### config.mk
export PLATFORM = sky130hd
export DESIGN_NAME = vga_pixel_pipe
export DESIGN_NICKNAME = d
export VERILOG_FILES = /design/src/rtl/vga_pixel_pipe.sv
export SDC_FILE = /design/constraint.sdc
export NUM_CORES = 1
export LEC_CHECK = 0
export BUFFER_PORTS_ARGS = -buffer_cell sky130_fd_sc_hd__buf_4
export CORE_MARGIN = 2
export CORE_UTILIZATION = 54
export DETAILED_ROUTE_END_ITERATION = 8
export GPL_TIMING_DRIVEN = 0
export PLACE_DENSITY = 0.83
export SLEW_MARGIN = 20
export SYNTH_ARGS = -nofsm -noshare
export SYNTH_HDL_FRONTEND = slang
export SYNTH_SLANG_ARGS = --single-unit
export TNS_END_PERCENT = 100
### constraint.sdc
create_clock -name VGA_CLK -period 2.2 [get_ports VGA_CLK]
set_input_delay 0.11 -clock VGA_CLK [delete_from_list [all_inputs] [get_ports VGA_CLK]]
set_output_delay 0.11 -clock VGA_CLK [all_outputs]
set_load 0.005 [all_outputs]
### src/rtl/vga_pixel_pipe.sv
// rtl/vga_pixel_pipe.sv - frame-buffer / test-pattern pixel pipeline with VS lock and sync realignment
module vga_pixel_pipe #(
    parameter int RD_LAT = 2
) (
    input  logic        VGA_CLK,
    input  logic        RST,
    input  logic        PIXEL,
    input  logic        VGA_HS,
    input  logic        VGA_VS,
    input  logic [18:0] P_COUNT,
    input  logic [1:0]  PATTERN_SEL,
    input  logic [11:0] MEM_RDATA,
    output logic [18:0] MEM_ADDR,
    output logic        MEM_RD,
    output logic [3:0]  VGA_R,
    output logic [3:0]  VGA_G,
    output logic [3:0]  VGA_B,
    output logic        VGA_HS_O,
    output logic        VGA_VS_O,
    output logic        FRAME_START
);
    localparam int L = RD_LAT + 2;
    // Depth at which pixel-side side-band lines up with MEM_RDATA.
    localparam int D = L - 1;

    typedef enum logic [1:0] {
        WAIT_VS  = 2'd0,
        WAIT_END = 2'd1,
        RUN      = 2'd2
    } lock_state_e;

    lock_state_e state_q, state_d;

    logic        vs_prev_q;
    logic        pix_prev_q;
    logic [9:0]  col_q, col_d;
    logic [8:0]  row_q, row_d;
    logic [1:0]  sel_q, sel_d;
    logic [18:0] mem_addr_q;
    logic        mem_rd_q;
    logic [11:0] rgb_q, rgb_d;
    logic        frame_start_q, frame_start_d;

    logic [L-1:0]  hs_pipe_q;
    logic [L-1:0]  vs_pipe_q;
    logic [D-1:0]  pix_pipe_q;
    logic [D-1:0]  lock_pipe_q;
    logic [D-1:0]  mem_pipe_q;
    logic [11:0]   pat_pipe_q [D];

    logic        vs_fall;
    logic        vs_rise;
    logic        timing_err;
    logic        lock_now;
    logic        use_mem;
    logic [2:0]  bar_idx;
    logic [11:0] pat_rgb;
    logic        row_unused;

    assign vs_fall    = vs_prev_q & ~VGA_VS;
    assign vs_rise    = ~vs_prev_q & VGA_VS;
    assign timing_err = PIXEL & ~VGA_VS;
    // The corrupting pixel itself is already treated as unlocked.
    assign lock_now   = (state_q == RUN) && !timing_err;
    assign use_mem    = (sel_q == 2'd0);
    assign row_unused = ^{row_q[8:6], row_q[4:0]};

    always_comb begin
        state_d = state_q;
        case (state_q)
            WAIT_VS:  if (vs_fall) state_d = WAIT_END;
            WAIT_END: if (vs_rise) state_d = RUN;
            RUN:      if (timing_err) state_d = WAIT_VS;
            default:  state_d = WAIT_VS;
        endcase
    end

    always_comb begin
        col_d = PIXEL ? (col_q + 10'd1) : 10'd0;
        row_d = row_q;
        if (vs_fall) begin
            row_d = 9'd0;
        end else if (pix_prev_q && !PIXEL) begin
            row_d = row_q + 9'd1;
        end
        sel_d = vs_fall ? PATTERN_SEL : sel_q;
    end

    always_comb begin
        bar_idx = 3'd0;
        for (int k = 1; k < 8; k++) begin
            if (col_q >= 10'(80 * k)) bar_idx = 3'(k);
        end
        case (sel_q)
            2'd1:    pat_rgb = {{4{bar_idx[2]}}, {4{bar_idx[1]}}, {4{bar_idx[0]}}};
            2'd2:    pat_rgb = {12{col_q[5] ^ row_q[5]}};
            2'd3:    pat_rgb = 12'hFFF;
            default: pat_rgb = 12'h000;
        endcase
    end

    always_comb begin
        rgb_d = 12'h000;
        if (pix_pipe_q[D-1] && lock_pipe_q[D-1]) begin
            rgb_d = mem_pipe_q[D-1] ? MEM_RDATA : pat_pipe_q[D-1];
        end
        frame_start_d = vs_pipe_q[L-1] & ~vs_pipe_q[L-2] & lock_pipe_q[D-1];
    end

    always_ff @(posedge VGA_CLK) begin
        if (RST) begin
            state_q       <= WAIT_VS;
            vs_prev_q     <= 1'b0;
            pix_prev_q    <= 1'b0;
            col_q         <= 10'd0;
            row_q         <= 9'd0;
            sel_q         <= 2'd0;
            mem_addr_q    <= 19'd0;
            mem_rd_q      <= 1'b0;
            rgb_q         <= 12'h000;
            frame_start_q <= 1'b0;
            hs_pipe_q     <= '1;
            vs_pipe_q     <= '1;
            pix_pipe_q    <= '0;
            lock_pipe_q   <= '0;
            mem_pipe_q    <= '0;
            for (int i = 0; i < D; i++) pat_pipe_q[i] <= 12'h000;
        end else begin
            state_q       <= state_d;
            vs_prev_q     <= VGA_VS;
            pix_prev_q    <= PIXEL;
            col_q         <= col_d;
            row_q         <= row_d;
            sel_q         <= sel_d;
            mem_addr_q    <= P_COUNT;
            mem_rd_q      <= PIXEL;
            rgb_q         <= rgb_d;
            frame_start_q <= frame_start_d;
            hs_pipe_q     <= {hs_pipe_q[L-2:0], VGA_HS};
            vs_pipe_q     <= {vs_pipe_q[L-2:0], VGA_VS};
            pix_pipe_q    <= {pix_pipe_q[D-2:0], PIXEL};
            lock_pipe_q   <= {lock_pipe_q[D-2:0], lock_now};
            mem_pipe_q    <= {mem_pipe_q[D-2:0], use_mem};
            pat_pipe_q[0] <= pat_rgb;
            for (int i = 1; i < D; i++) pat_pipe_q[i] <= pat_pipe_q[i-1];
        end
    end

    assign MEM_ADDR    = mem_addr_q;
    assign MEM_RD      = mem_rd_q;
    assign VGA_R       = rgb_q[11:8];
    assign VGA_G       = rgb_q[7:4];
    assign VGA_B       = rgb_q[3:0];
    assign VGA_HS_O    = hs_pipe_q[L-1];
    assign VGA_VS_O    = vs_pipe_q[L-1];
    assign FRAME_START = frame_start_q;

endmodule

**Yosys cells after proc, flatten, opt, wreduce, memory -nomap -nowiden**

Memory sizes are Yosys's and may differ from the RTL's.
Index checks and enable logic that the tools add are counted.
W data, S select, Z words.

- Equality and inequality tests: 8
- Bitwise operators: 14
- Reduce and logical (&&, ||, !) cells: 11
- Muxes and demuxes: 19
- $add $sub $neg: 2
- $lt $le $gt $ge: 7

Operator list:

| cell | number |
|---|---|
| $mux W12 | 4 |
| $pmux W12 S3 | 1 |
| $ge A10 B9 Y1 const B | 3 |
| $ge A10 B8 Y1 const B | 2 |
| $mux W3 | 6 |
| $add A10 B1 Y10 const B | 1 |
| $ge A10 B10 Y1 const B | 1 |
| $ge A10 B7 Y1 const B | 1 |
| $add A9 B1 Y9 const B | 1 |
| $eq A2 B2 Y1 const B | 3 |
| $mux W2 | 3 |
| $ne A2 B2 Y1 const B | 3 |
| $pmux W2 S3 | 1 |
| $reduce_or A2 Y1 | 3 |
| $and A1 B1 Y1 | 5 |
| $not A1 Y1 | 5 |
| $eq A2 B1 Y1 const B | 2 |
| $logic_not A2 Y1 | 2 |
| $mux W1 | 4 |
| $logic_and A1 B1 Y1 | 3 |
| $or A1 B1 Y1 | 3 |
| $reduce_and A3 Y1 | 1 |
| $logic_not A1 Y1 | 2 |
| $xor A1 B1 Y1 | 1 |

- Word-level logic and storage cells: 76
- Flip-flop bits (word level): 74
- Bits in writable memories: 36
- Output and inout port bits: 35
- Memories kept: 1
- Bits of input ports: 38

Memory list:

| memory | words | width | read ports | clocked after Yosys merged registers in | write ports | RTL line | source |
|---|---|---|---|---|---|---|---|
| pat_pipe_q | 3 | 12 | 3 | 0 | 3 | 49 | `logic [11:0] pat_pipe_q [D];` |

**Logic depth before layout (Yosys ltp)**

- Depth in word-level cells: 10
- Mapped depth: 5
- Depth with buffers taken out: 5

**Least setup slack after synthesis**

No wires, ideal clock.

- Path kind: register to register
- Start: register col_q[5]
- End: memory pat_pipe_q[0][7]
- Cell stages (with the launch flop): 6
- Data arrival time: 1054 ps
- Setup slack: 1008 ps
- Setup time: 138 ps
- Required time: 2062 ps
- Buffers on the path: 1
- Cell sequence: dfxtp_1 buf_6 o21bai_2 a21oi_1 a2111oi_0 o22ai_1

RTL lines:

| element | RTL line | source |
|---|---|---|
| start, declared | 36 | `logic [9:0] col_q, col_d;` |
| start signal, assigned | 132 | `col_q <= col_d;` |
| end, declared | 49 |  |

**Worst setup path after layout**

- Start: input VGA_VS
- End: register row_q[4]

- Longest elaborated chain between the ends: 3

RTL lines:

| element | RTL line | source |
|---|---|---|
| start, declared | 9 | `input logic VGA_VS,` |
| $not A1 Y1 | 60 | `assign vs_fall = vs_prev_q & ~VGA_VS;` |
| $and A1 B1 Y1 | 60 |  |
| $reduce_or A2 Y1 (no line) | n/a |  |
| end signal, assigned | 133 | `row_q <= row_d;` |
| end, declared | 37 | `logic [8:0] row_q, row_d;` |

No other way between the ends.
A chain may end at the register's enable or synchronous reset.

==> flow_metrics.env <==
export IMPL_die_h_um=73.7
export IMPL_synthesis_nets=297
export IMPL_synth_cell_types=35
export IMPL_status="complete, no violations"
export IMPL_cts_sink_count=79
export IMPL_clock_root_buffer="clkbuf_8"
export IMPL_tightest_slew_ns=0.473
export IMPL_fillers=298
export IMPL_drive_above_1_share=0.286
export IMPL_cts_hold_buf=20
export IMPL_wire_per_inst_um=12.4
export IMPL_postSynthAreaPerCell_um2=10.2
export IMPL_synth_top_cell_area_share=0.603
export IMPL_diodes=0
export IMPL_drtIter0Drc=73
export IMPL_setup_worst_path_end_class="register"
export IMPL_vdd_drop_max_mv=0.440
export IMPL_fmax_mhz=712
export IMPL_hpwlAfterDp_mm=3.17
export IMPL_final_min_clock_period_ns=1.40
export IMPL_via_per_inst=4.85
export IMPL_io_buffer_count=72
export IMPL_max_slew_margin=0.685
export IMPL_track_usage=0.203
export IMPL_maxCapViolations=0
export IMPL_clk_latency_ns=0.35
export IMPL_hold_viol=0
export IMPL_final_net_count=400
export IMPL_drtAntennaViolNets=0
export IMPL_die_w_um=73.7
export IMPL_drt_total_wl_mm=5.19
export IMPL_fin_tns_setup_ns=0
export IMPL_yosys_warnings=0
export IMPL_cpPeakStageDelay_ns=0.54
export IMPL_finalMaxSlewViolations=0
export IMPL_multi_input_area_um2=971
export IMPL_design_area_um2=3650
export IMPL_yosysTopAreaCell="dfxtp_1"
export IMPL_syn2layout_area_growth_pct=39.3
export IMPL_initial_core_util=0.559
export IMPL_crit_path_top_delay_cell="dlygate4sd3_1"
export IMPL_ios=73
export IMPL_grt_max_degree=14
export IMPL_synth_flop_cell="dfxtp_1"
export IMPL_via_count=2029
export IMPL_powerDensity_nw_per_um2=780
export IMPL_synthArstFlopShare=0
export IMPL_path_class="in2reg"
export IMPL_synthCells=256
export IMPL_clk_pin_slew_worst_paths_ns=0.07
export IMPL_drc_errors=0
export IMPL_path_cells="dlygate4sd3_1 -> buf_4 -> nor2b_1 -> or2_2 -> clkbuf_1 -> nor2_1"
export IMPL_hold_worst_slack_ns=0.00481
export IMPL_required_ns=2.43
export IMPL_postCtsResizedCells=0
export IMPL_hold_class="in2reg"
export IMPL_cts_max_level=3
export IMPL_tritoncts="done"
export IMPL_synth_area_leaders="dfxtp_1 60%, nor2b_1 8.6%, a21oi_1 3.8%"
export IMPL_startpoint_type="input port"
export IMPL_cp_max_fo=6
export IMPL_rsz0062_at_grt="no"
export IMPL_cts_setup_buffers=0
export IMPL_crit_arrival_ns=1.64
export IMPL_synth_edff_count=0
export IMPL_dieArea_um2=5430
export IMPL_finalCritPeriodShare=0.638
export IMPL_antenna_found_initial=0
export IMPL_ff_latch_area_um2=1580
export IMPL_rows=25
export IMPL_dr_pass1_iters=6
export IMPL_layout_common_cells="79 x dfxtp_1, 72 x buf_4, 36 x nor2b_1"
export IMPL_p_leak_uw=0.00152
export IMPL_placed_area_um2=3230
export IMPL_grt_pass1_wl_mm=8.13
export IMPL_cts_path_max_buffers=2
export IMPL_grt_pass1_vias=1899
export IMPL_core_um2=4690
export IMPL_ys_ff_latch=79
export IMPL_clock_skew_ns=0.0139
export IMPL_synth_area_um2=2620
export IMPL_gp_congestion=0.806
export IMPL_yosysSeqAreaShare=0.603
export IMPL_grt_overflow=0
export IMPL_setup_viol_count_final=0
export IMPL_cts_buffers=9
export IMPL_mostFrequentLayoutCell="dfxtp_1"
metrics by stage:
step	utilization	cells	power, µW	setup slack, ns
after floorplan	-	256	1570	1.01
after global placement	0.689	382	1660	0.910
after detailed placement	0.689	382	1660	0.893
after CTS	0.779	418	2860	0.799
after global routing	0.779	418	2930	0.714
final	0.779	418	2850	0.796
critical path: cells and delay by family:
kind,cells,cell delay (ns)
buffers and inverters,3,0.93
AND/OR/NAND/NOR,3,0.60
cells in the mapped netlist (2+ instances only):
library cell,n
a21oi_1,20
buf_2,3
clkbuf_1,7
dfxtp_1,79
ha_1,3
inv_1,5
mux2i_1,3
nand2_1,20
nand2b_1,7
nand3_1,3
nand3b_1,2
nand4_1,2
nor2_1,19
nor2b_1,36
nor3_1,4
o21ai_0,4
o31ai_1,2
or2_2,9
or3_1,2
xnor2_1,5
xor2_1,7
sequential cells by signal (all words and copies together) (netlist names), 3 cells and up:
| name | cells |
|---|---|
| MEM_ADDR | 19 |
| rgb_q | 12 |
| col_q | 10 |
| pat_pipe_q | 9 |
| row_q | 6 |
| hs_pipe_q | 4 |
| vs_pipe_q | 4 |
| lock_pipe_q | 3 |
| mem_pipe_q | 3 |
| pix_pipe_q | 3 |
report_power, final:
part / total, µW / internal, µW / switching [µW]
logic: 182 / 117 / 64.6
clock network: 1190 / 670 / 520
registers: 1480 / 1460 / 14.5
cells by family (layout without fill, tap and decap cells):
logic type               Yosys count  count (layout)  synth area share
AO/OA/AOI/OAI                     31              31            0.0658
AND/OR/NAND/NOR                  111             111             0.235
XOR/XNOR                          12              12            0.0401
multiplexers                       3               3            0.0114
flip-flops                        79              79             0.603
adder cells (fa/ha/maj)            4               4            0.0181
buffers and inverters             16             124            0.0272
worst paths after layout:
check                           to  cells past startpoint  slack [ns]         start
setup / recovery          row_q[4]                      6        0.80        VGA_VS
hold / removal         MEM_ADDR[3]                      2       0.005    P_COUNT[3]
setup reg to reg  pat_pipe_q[0][7]                      4        0.88      col_q[8]
hold reg to reg       hs_pipe_q[1]                      1        0.41  hs_pipe_q[0]
layer usage:
layer | wire, µm | GRT usage | vias to the layer above
met4 | 186 | 0.143 | 0
met2 | 2630 | 0.357 | 66
met5 | 0 | 0 | -
met1 | 2100 | 0.210 | 912
met3 | 278 | 0.0494 | 16
li1 | - | - | 1035
cell type report:
cell class                 count  area share
buffer                        11      0.0144
clock buffer                  11      0.0387
clock inverter                 5      0.0223
inverter                       5     0.00514
multi-input combinational    161       0.266
sequential                    79       0.433
tap                           54      0.0185
timing repair buffer          92       0.203
Note: power is estimated with default switching activity, not from simulation.
